`src/rtl/async_fifo_pkg.sv`:
```
// rtl/async_fifo_pkg.sv - shared write-side FSM encoding and gray/binary helper
package async_fifo_pkg;

   // Widest pointer the helper supports; callers zero-extend and truncate.
   localparam int PTR_MAXW = 32;

   typedef enum logic [1:0] {
      S_NORMAL = 2'd0,
      S_AFULL  = 2'd1,
      S_FULL   = 2'd2
   } wstate_e;

   // Gray to binary: each binary bit is the XOR of all gray bits at or above it.
   function automatic logic [PTR_MAXW-1:0] gray2bin(input logic [PTR_MAXW-1:0] g);
      logic [PTR_MAXW-1:0] b;
      b[PTR_MAXW-1] = g[PTR_MAXW-1];
      for (int i = PTR_MAXW - 2; i >= 0; i--) begin
         b[i] = b[i+1] ^ g[i];
      end
      return b;
   endfunction

endpackage

```
`src/rtl/ptr_sync.sv`:
```
// rtl/ptr_sync.sv - multi-flop synchronizer for a gray pointer into w_clk
module ptr_sync #(
   parameter int WIDTH  = 5,
   parameter int STAGES = 2
) (
   input  logic             w_clk,
   input  logic             w_rst,
   input  logic [WIDTH-1:0] d,
   output logic [WIDTH-1:0] q
);

   logic [WIDTH-1:0] stg [STAGES];

   // Shift the asynchronous pointer through the flop chain; only the last stage is trusted.
   always_ff @(posedge w_clk or negedge w_rst) begin
      if (!w_rst) begin
         for (int i = 0; i < STAGES; i++) begin
            stg[i] <= '0;
         end
      end else begin
         stg[0] <= d;
         for (int i = 1; i < STAGES; i++) begin
            stg[i] <= stg[i-1];
         end
      end
   end

   assign q = stg[STAGES-1];

endmodule

```
`src/rtl/wr_rptr_rx.sv`:
```
// rtl/wr_rptr_rx.sv - write-side read-pointer receiver: level, almost-full, full, overflow
module wr_rptr_rx
   import async_fifo_pkg::*;
#(
   parameter int ADDR_WIDTH  = 4,
   parameter int SYNC_STAGES = 2,
   parameter int AF_LEVEL    = 12,
   parameter int AF_HYST     = 2
) (
   input  logic                w_clk,
   input  logic                w_rst,
   input  logic [ADDR_WIDTH:0] r_ptr,
   input  logic [ADDR_WIDTH:0] w_ptr,
   input  logic                w_valid,
   output logic                w_ready,
   output logic                winc,
   output logic [ADDR_WIDTH:0] wlevel,
   output logic                walmost_full,
   output logic                wfull,
   output logic                woverflow_err
);

   localparam int PW = ADDR_WIDTH + 1;
   localparam logic [PW-1:0] DEPTH_L = PW'(2 ** ADDR_WIDTH);
   localparam logic [PW-1:0] AF_HI   = PW'(AF_LEVEL);
   localparam logic [PW-1:0] AF_LO   = PW'(AF_LEVEL - AF_HYST);

   logic [PW-1:0] r_sync;
   logic [PW-1:0] rbin;
   logic [PW-1:0] wbin;
   logic [PW-1:0] lvl_next;
   wstate_e       state;
   wstate_e       state_nxt;

   ptr_sync #(
      .WIDTH  (PW),
      .STAGES (SYNC_STAGES)
   ) u_rptr_sync (
      .w_clk (w_clk),
      .w_rst (w_rst),
      .d     (r_ptr),
      .q     (r_sync)
   );

   assign rbin = PW'(gray2bin(PTR_MAXW'(r_sync)));
   assign wbin = PW'(gray2bin(PTR_MAXW'(w_ptr)));

   // Handshake is gated by reset so no write escapes while the block is held in reset.
   assign w_ready  = ~wfull;
   assign winc     = w_valid & w_ready & w_rst;

   // Occupancy after this cycle's write; modular arithmetic absorbs pointer wrap.
   assign lvl_next = (wbin + PW'(winc)) - rbin;

   assign wfull        = (state == S_FULL);
   assign walmost_full = (state != S_NORMAL);

   // Next-state: full has priority, inconsistent pointers freeze the state.
   always_comb begin
      state_nxt = state;
      if (lvl_next > DEPTH_L) begin
         state_nxt = state;
      end else if (lvl_next == DEPTH_L) begin
         state_nxt = S_FULL;
      end else begin
         case (state)
            S_NORMAL: if (lvl_next >= AF_HI) state_nxt = S_AFULL;
            S_AFULL:  if (lvl_next < AF_LO)  state_nxt = S_NORMAL;
            S_FULL:   state_nxt = (lvl_next < AF_LO) ? S_NORMAL : S_AFULL;
            default:  state_nxt = S_NORMAL;
         endcase
      end
   end

   // State register.
   always_ff @(posedge w_clk or negedge w_rst) begin
      if (!w_rst) begin
         state <= S_NORMAL;
      end else begin
         state <= state_nxt;
      end
   end

   // Registered level and sticky pointer-inconsistency flag.
   always_ff @(posedge w_clk or negedge w_rst) begin
      if (!w_rst) begin
         wlevel        <= '0;
         woverflow_err <= 1'b0;
      end else begin
         wlevel        <= lvl_next;
         woverflow_err <= woverflow_err | (lvl_next > DEPTH_L);
      end
   end

endmodule

```
`config.mk`:
```
export PLATFORM = sky130hd
export DESIGN_NAME = wr_rptr_rx
export DESIGN_NICKNAME = d
export VERILOG_FILES = /design/src/rtl/async_fifo_pkg.sv /design/src/rtl/ptr_sync.sv /design/src/rtl/wr_rptr_rx.sv
export SDC_FILE = /design/constraint.sdc
export NUM_CORES = 1
export LEC_CHECK = 0
export ABC_AREA = 1
export BUFFER_PORTS_ARGS = -buffer_cell sky130_fd_sc_hd__clkbuf_2
export CAP_MARGIN = 20
export CORE_UTILIZATION = 40
export CTS_BUF_LIST = sky130_fd_sc_hd__clkbuf_2 sky130_fd_sc_hd__clkbuf_4 sky130_fd_sc_hd__clkbuf_8
export DETAILED_ROUTE_END_ITERATION = 16
export SYNTH_ARGS = -nofsm -noshare
export SYNTH_HDL_FRONTEND = slang
export SYNTH_SLANG_ARGS = --single-unit
```
`constraint.sdc`:
```
create_clock -name w_clk -period 4.6 [get_ports w_clk]
set_input_delay 0.92 -clock w_clk [delete_from_list [all_inputs] [get_ports w_clk]]
set_output_delay 0.92 -clock w_clk [all_outputs]
set_load 0.01 [all_outputs]
```
==> flow_summary.yaml, run 1 <==
outcome:
  status: "finished, final reports clean"
min_path:
  min_path_type: "reg2reg"
  min_path_cells: 0
  hold_path_startpoint: "u_rptr_sync.stg[5]"
  hold_end: "u_rptr_sync.q[0]"
layout:
  fin_area_um2: 1200
  antenna-diode-count: 0
  fillers: 237
  seqCellArea_um2: 450
  drive_gt1_share_pct: 19.5
  final_nets: 173
  fin_cells: 179
  fin_util_pct: 48.9
  areaGrowthSynthToFinish_pct: 16.0
  multi_input_area_um2: 489
routing:
  vias: 793
  drt_wl_total_mm: 1.79
  ant_nets: 0
  viasPerCell: 4.43
  drtPass1Iterations: 4
  wl_per_cell_um: 10.0
  drcViolationCount: 0
  drt_iter0_drc: 5
clock_tree:
  postCtsSetupBuffers: 0
  postCtsHoldBufs: 0
  cts-htree-levels: 1
  ctsRootBufferMaster: "clkbuf_4"
  cts_tree: "built"
  ctsResizeCount: 0
  clk_path_buf_depth: 2
  worstSkewPairLatency_ns: 0.29
  clkTransAtPathRegs_ns: 0.10
  numCtsBuffers: 3
  cts.sinks: 18
grt:
  antenna_found_initial: 0
  grt_max_degree: 20
  grt_pass1_wl_mm: 3.10
  overflow: 0
  grt_pass1_vias: 799
  global_route.usage.total_pct: 15.7
critical_path:
  r2r_end: "state[0]"
  path_class: "in2reg"
  rr_worst_depth: 20
  worstSetupStartpointType: "primary input"
  worstPathArrival_ns: 3.61
  r2r_slack_ns: 1.42
  end_kind: "flop"
  regToRegStartpoint: "u_rptr_sync.q[4]"
  cp.required_ns: 4.79
  cp_max_fo: 4
sta:
  period_needed_ns: 3.41
  skew_ns: 0.00295
  tightestPinTransition_ns: 0.462
  relSlewSlack_pct: 69.2
  timing.fmax_mhz: 293
  setup-tns-final_ns: 0
  finalHoldViolations: 0
  finalWorstSetupSlack_ns: 1.19
  min_period_over_period_pct: 74.2
  drv_slew: 0
  setup_viol: 0
  rsz0062_at_grt: "false"
  hold_slack_ns: 0.357
synth:
  synth_cells: 125
  yosys-top-cells-count: "nand2_1 (37), inv_1 (24), dfrtp_1 (18)"
  ys_ff_latch: 18
  ys_seq_area_share_pct: 43.5
  avgSynthCellArea_um2: 8.28
  async_flop_share_pct: 100
  synth_area_leader_cell: "dfrtp_1"
  yosysTopAreaCellShare_pct: 43.5
  ys_warn_count: 0
  synth_edf_count: 0
  syn-num-nets: 147
  synthDistinctLibCells: 14
  synth.most_common_cell: "nand2_1"
  yosys_most_used_dff: "dfrtp_1"
  syn_area_um2: 1030
  yosys-top-cells-area: "dfrtp_1 (44%), nand2_1 (13%), ha_1 (9.7%)"
placed_design:
  dpl.hpwl_mm: 1.47
  dp.cells: 176
  finalWeightedCongestion: 0.856
  numPortBuffers: 22
  place_ws_ns: 0.860
  placed_cell_area_um2: 1180
power:
  ir_worst_vdd_uv: 310
  p_per_area_nw_per_um2: 518
  finalPower_mw: 0.622
  p_leak_nw: 0.695
die:
  core-area_um2: 2450
  dieArea_um2: 2790
  dieWidth_um: 52.9
  start_util_pct: 42.2
  row_count: 18
  die_h_um: 52.9
  ios: 23
run:
  drv_cap: 0
[area by class of cell]
cell class	count	area share, %
Clock buffer	3	1.88
Inverter	24	7.51
Multi-Input combinational cell	82	40.8
Sequential cell	18	37.5
Tap cell	30	3.13
Timing Repair Buffer	22	9.18
[worst max-delay path by stage]
stage / start / depth (start not counted) / end / slack (ns)
6_report: w_ptr[4] / 19 / state[0] / 1.19
5_1_grt: w_ptr[4] / 19 / state[0] / 0.94
2_1_floorplan: w_ptr[3] / 18 / state[0] / 1.30
4_1_cts: w_ptr[4] / 19 / state[0] / 1.17
3_5_place_dp: w_ptr[4] / 19 / state[0] / 0.86
3_3_place_gp: w_ptr[4] / 19 / state[0] / 0.95
[cell families (layout without fill, tap and decap cells)]
| kind of cell | count (synthesis) | after routing | synth area share (%) |
|---|---|---|---|
| AOI/OAI and AO/OA | 1 | 1 | 0.483 |
| xor gates and xnor gates | 9 | 9 | 10.5 |
| adders and majority gates | 9 | 9 | 11.6 |
| buffers and inverters | 25 | 49 | 9.19 |
| DFF | 18 | 18 | 43.5 |
| and+or+nand+nor | 63 | 63 | 24.7 |
[state kept, by name, indices dropped and copies added (netlist names)]
register         flops
u_rptr_sync.q        5
woverflow_err        1
state                2
wlevel               5
u_rptr_sync.stg      5
[where the power goes]
part | leakage (nW) | internal [mW] | switching, mW
Combinational | 0.472 | 0.129 | 0.205
Sequential | 0.210 | 0.194 | 0.0172
Clock | 0.0138 | 0.0304 | 0.0464
[cell usage in the layout (no fill, tap or decap)]
master	instances
nand2_1	37
inv_1	24
clkbuf_2	22
dfrtp_1	18
nand3_1	13
nor2_1	12
ha_1	8
xor2_2	3
xnor2_1	3
clkbuf_4	3
xor2_1	2
xnor2_2	1
a21oi_1	1
nand4_1	1
fa_1	1
[worst max-delay path: stages]
cell and delay, ns:
clkbuf_2 0.13, xor2_2 0.18, xor2_1 0.23, xnor2_1 0.19
xnor2_1 0.16, ha_1 0.25, inv_1 0.06, ha_1 0.16
inv_1 0.06, fa_1 0.45, xnor2_1 0.20, nor2_1 0.15
nand2_1 0.07, nor2_1 0.10, nand2_1 0.09, nand2_1 0.07
nor2_1 0.05, nand2_1 0.06, nand2_1 0.04
[per-layer routing]
metal,wire (µm),vias up,GRT usage [%]
met5,0,-,0
met4,36,0,9.21
met3,35,4,1.72
met2,896,12,28.5
met1,822,356,17.4
li1,-,421,-
(Power assumes the default switching activity.)
==> run 2, diff against run 1 <==
- ABC_AREA: 1 -> 0
- PLACE_DENSITY: default -> 0.66
- clock period: 4.6 -> 2.8 ns (I/O delays scaled with it)
==> run 2 against run 1 <==
Against the previous run:
- core utilization rose by 14 points
- global-route usage down 1.2 points
- combinational power grew 100%
- clock power is 99% higher
- synthesized area shrank 16%
- largest cell class unchanged
- worst setup slack worse by 1.3 ns
- largest power group unchanged
- sequential cell count stayed put
- worst hold slack worse by 0.14 ns
- register-to-register slack worse by 1.6 ns
- sequential power rose by 62%
- non-clock buffer count is 16 higher
- the run now ends with negative setup slack left
- critical path depth decreased by 5
==> flow_summary.yaml, run 2 <==
sta:
  setup-tns-final_ns: -0.284
  relSlewSlack_pct: 83.7
  rsz0062_at_grt: "true"
  drv_slew: 0
  min_period_over_period_pct: 105
  tightestPinTransition_ns: 0.240
  skew_ns: 0.000519
  finalHoldViolations: 0
  setup_viol: 3
  timing.fmax_mhz: 339
  period_needed_ns: 2.95
  finalWorstSetupSlack_ns: -0.151
clock_tree:
  clk_path_buf_depth: 2
  cts-htree-levels: 1
  worstSkewPairLatency_ns: 0.28
  cts.sinks: 18
  numCtsBuffers: 3
  clkTransAtPathRegs_ns: 0.09
  ctsRootBufferMaster: "clkbuf_4"
  postCtsHoldBufs: 0
  cts_tree: "built"
synth:
  ys_ff_latch: 18
  yosys-top-cells-area: "dfrtp_1 (52%), ha_1 (12%), xor2_2 (7.5%)"
  synth_cells: 68
  synthSimpleGateAreaFrac_pct: 6.62
  syn-num-nets: 90
  syn_area_um2: 870
  avgSynthCellArea_um2: 12.8
  synthAdderAreaFrac_pct: 13.8
  synth.most_common_cell: "dfrtp_1"
  synth_edf_count: 0
  ys_seq_area_share_pct: 51.8
  async_flop_share_pct: 100
  synth_area_leader_cell: "dfrtp_1"
  yosys_most_used_dff: "dfrtp_1"
  synthDistinctLibCells: 23
  synth_mux_area_share_pct: 0
  yosys-top-cells-count: "dfrtp_1 (18), inv_1 (9), ha_1 (8)"
  ys_warn_count: 0
  synth_compound_area_share_pct: 7.48
  yosysTopAreaCellShare_pct: 51.8
  synth_xor_area_share_pct: 16.4
  synth_top_family_by_area: "XOR/XNOR gates"
critical_path:
  crit_buf_inv: 2
  path_class: "reg2reg"
  worstSetupStartpointType: "flop"
  crit_chain: "xnor2_2 -> xor2_1 -> xor2_1 -> xnor2_1 -> ha_1 -> inv_2 -> ha_4 -> inv_2 -> fa_2 -> nor2b_2 -> o21ai_2 -> a21o_1 -> and2_4 -> a32o_1"
  cp_max_fo: 3
  cp_slowest_stage_delay_ns: 0.41
  path_delay_family: "XOR/XNOR gates"
  end_kind: "flop"
  cp.required_ns: 2.98
  worstPathArrival_ns: 3.13
  crit_path_top_delay_cell: "dfrtp_1"
layout:
  seqCellArea_um2: 450
  fillers: 168
  antenna-diode-count: 0
  fin_area_um2: 1260
  multi_input_area_um2: 475
  final_common_cell: "clkbuf_2"
  layout_common_cells: "clkbuf_2 (22), dfrtp_1 (18), buf_4 (15)"
  areaGrowthSynthToFinish_pct: 45.3
  final_nets: 133
  drive_gt1_share_pct: 55.5
grt:
  global_route.usage.total_pct: 14.5
  grt_pass1_vias: 577
  overflow: 0
  antenna_found_initial: 0
  grt_pass1_wl_mm: 2.56
  grt_max_degree: 19
min_path:
  min_path_type: "in2async"
power:
  ir_worst_vdd_uv: 539
  finalPower_mw: 1.18
  p_leak_nw: 0.627
  p_per_area_nw_per_um2: 930
routing:
  vias: 590
  drtPass1Iterations: 2
  drt_wl_total_mm: 1.36
  wl_per_cell_um: 9.90
  viasPerCell: 4.31
  drt_iter0_drc: 6
  drcViolationCount: 0
  ant_nets: 0
die:
  dieArea_um2: 2360
  die_h_um: 48.6
  core-area_um2: 2000
  dieWidth_um: 48.6
  row_count: 16
  start_util_pct: 43.4
  ios: 23
placed_design:
  place_ws_ns: -0.409
  placed_cell_area_um2: 1120
  numPortBuffers: 22
  finalWeightedCongestion: 0.757
  dpl.hpwl_mm: 1.04
outcome:
  failed_checks: "negative setup slack"
  status: "finished with violations"
run:
  drv_cap: 0
[run 2: cell count changes after synthesis, moves of 2 or more]
cell / change
nor3_1: +2
inv_1: -15
nand2_1: -36
nor2_1: -10
a21o_1: +3
nand3_1: -12
[run 2: through the flow]
stage                     utilization (%)  hold slack (ns)  cells
after floorplan                         -            0.264     68
after global routing                 63.1            0.222    137
after global placement               56.1            0.333    129
final                                63.1            0.217    137
after CTS                            59.5            0.210    136
after detailed placement             56.1            0.335    129
[run 2: final cells by class]
cell class	count	area share, %
multi-input combinational	41	37.6
sequential	18	35.6
tap	27	2.67
timing repair buffer	38	18.5
clock buffer	4	2.87
inverter	9	2.67
[run 2: kinds of logic (layout without fill, tap and decap cells)]
kind of cell	after synthesis	after routing
buffers and inverters	9	51
AOI/OAI and AO/OA	9	9
and+or+nand+nor	11	11
adders and majority gates	9	9
xor gates and xnor gates	12	12
DFF	18	18
[run 2: timing repair]
action                     in CTS  in global routing
setup buffers                   3                  1
pin swaps                       2                 12
resized for setup               2                 11
setup endpoints to repair       4                  5
hold endpoints to repair        0                  0
cloned                          0                  0
[run 2: metal layers]
| metal | share of wire (%) | vias up | wire length (µm) | GRT usage (%) |
|---|---|---|---|---|
| li1 | - | 303 | - | - |
| met1 | 46 | 274 | 629 | 18.8 |
| met2 | 49 | 11 | 665 | 22.5 |
| met3 | 3.3 | 2 | 45 | 2.83 |
| met4 | 1.0 | 0 | 14 | 8.82 |
| met5 | 0 | - | 0 | 0 |
[run 2: path summary, 6_finish.rpt]
kind	from	end	slack, ns	cells after the start
worst max-delay path	u_rptr_sync.q[4]	state[0]	-0.15	14
worst min-delay path	w_rst	wlevel[0]	0.22	2
worst max register to register	u_rptr_sync.q[4]	state[0]	-0.15	14
worst min register to register	u_rptr_sync.stg[9]	u_rptr_sync.q[4]	0.35	0
max in group asynchronous	w_rst	u_rptr_sync.stg[8]	2.40	2
min in group w_clk	u_rptr_sync.stg[9]	u_rptr_sync.q[4]	0.35	0
[run 2: power breakdown]
group | switching (mW) | leakage [nW] | internal, mW
Clock | 0.0737 | 0.0210 | 0.0791
Combinational | 0.325 | 0.396 | 0.356
Sequential | 0.0240 | 0.211 | 0.317
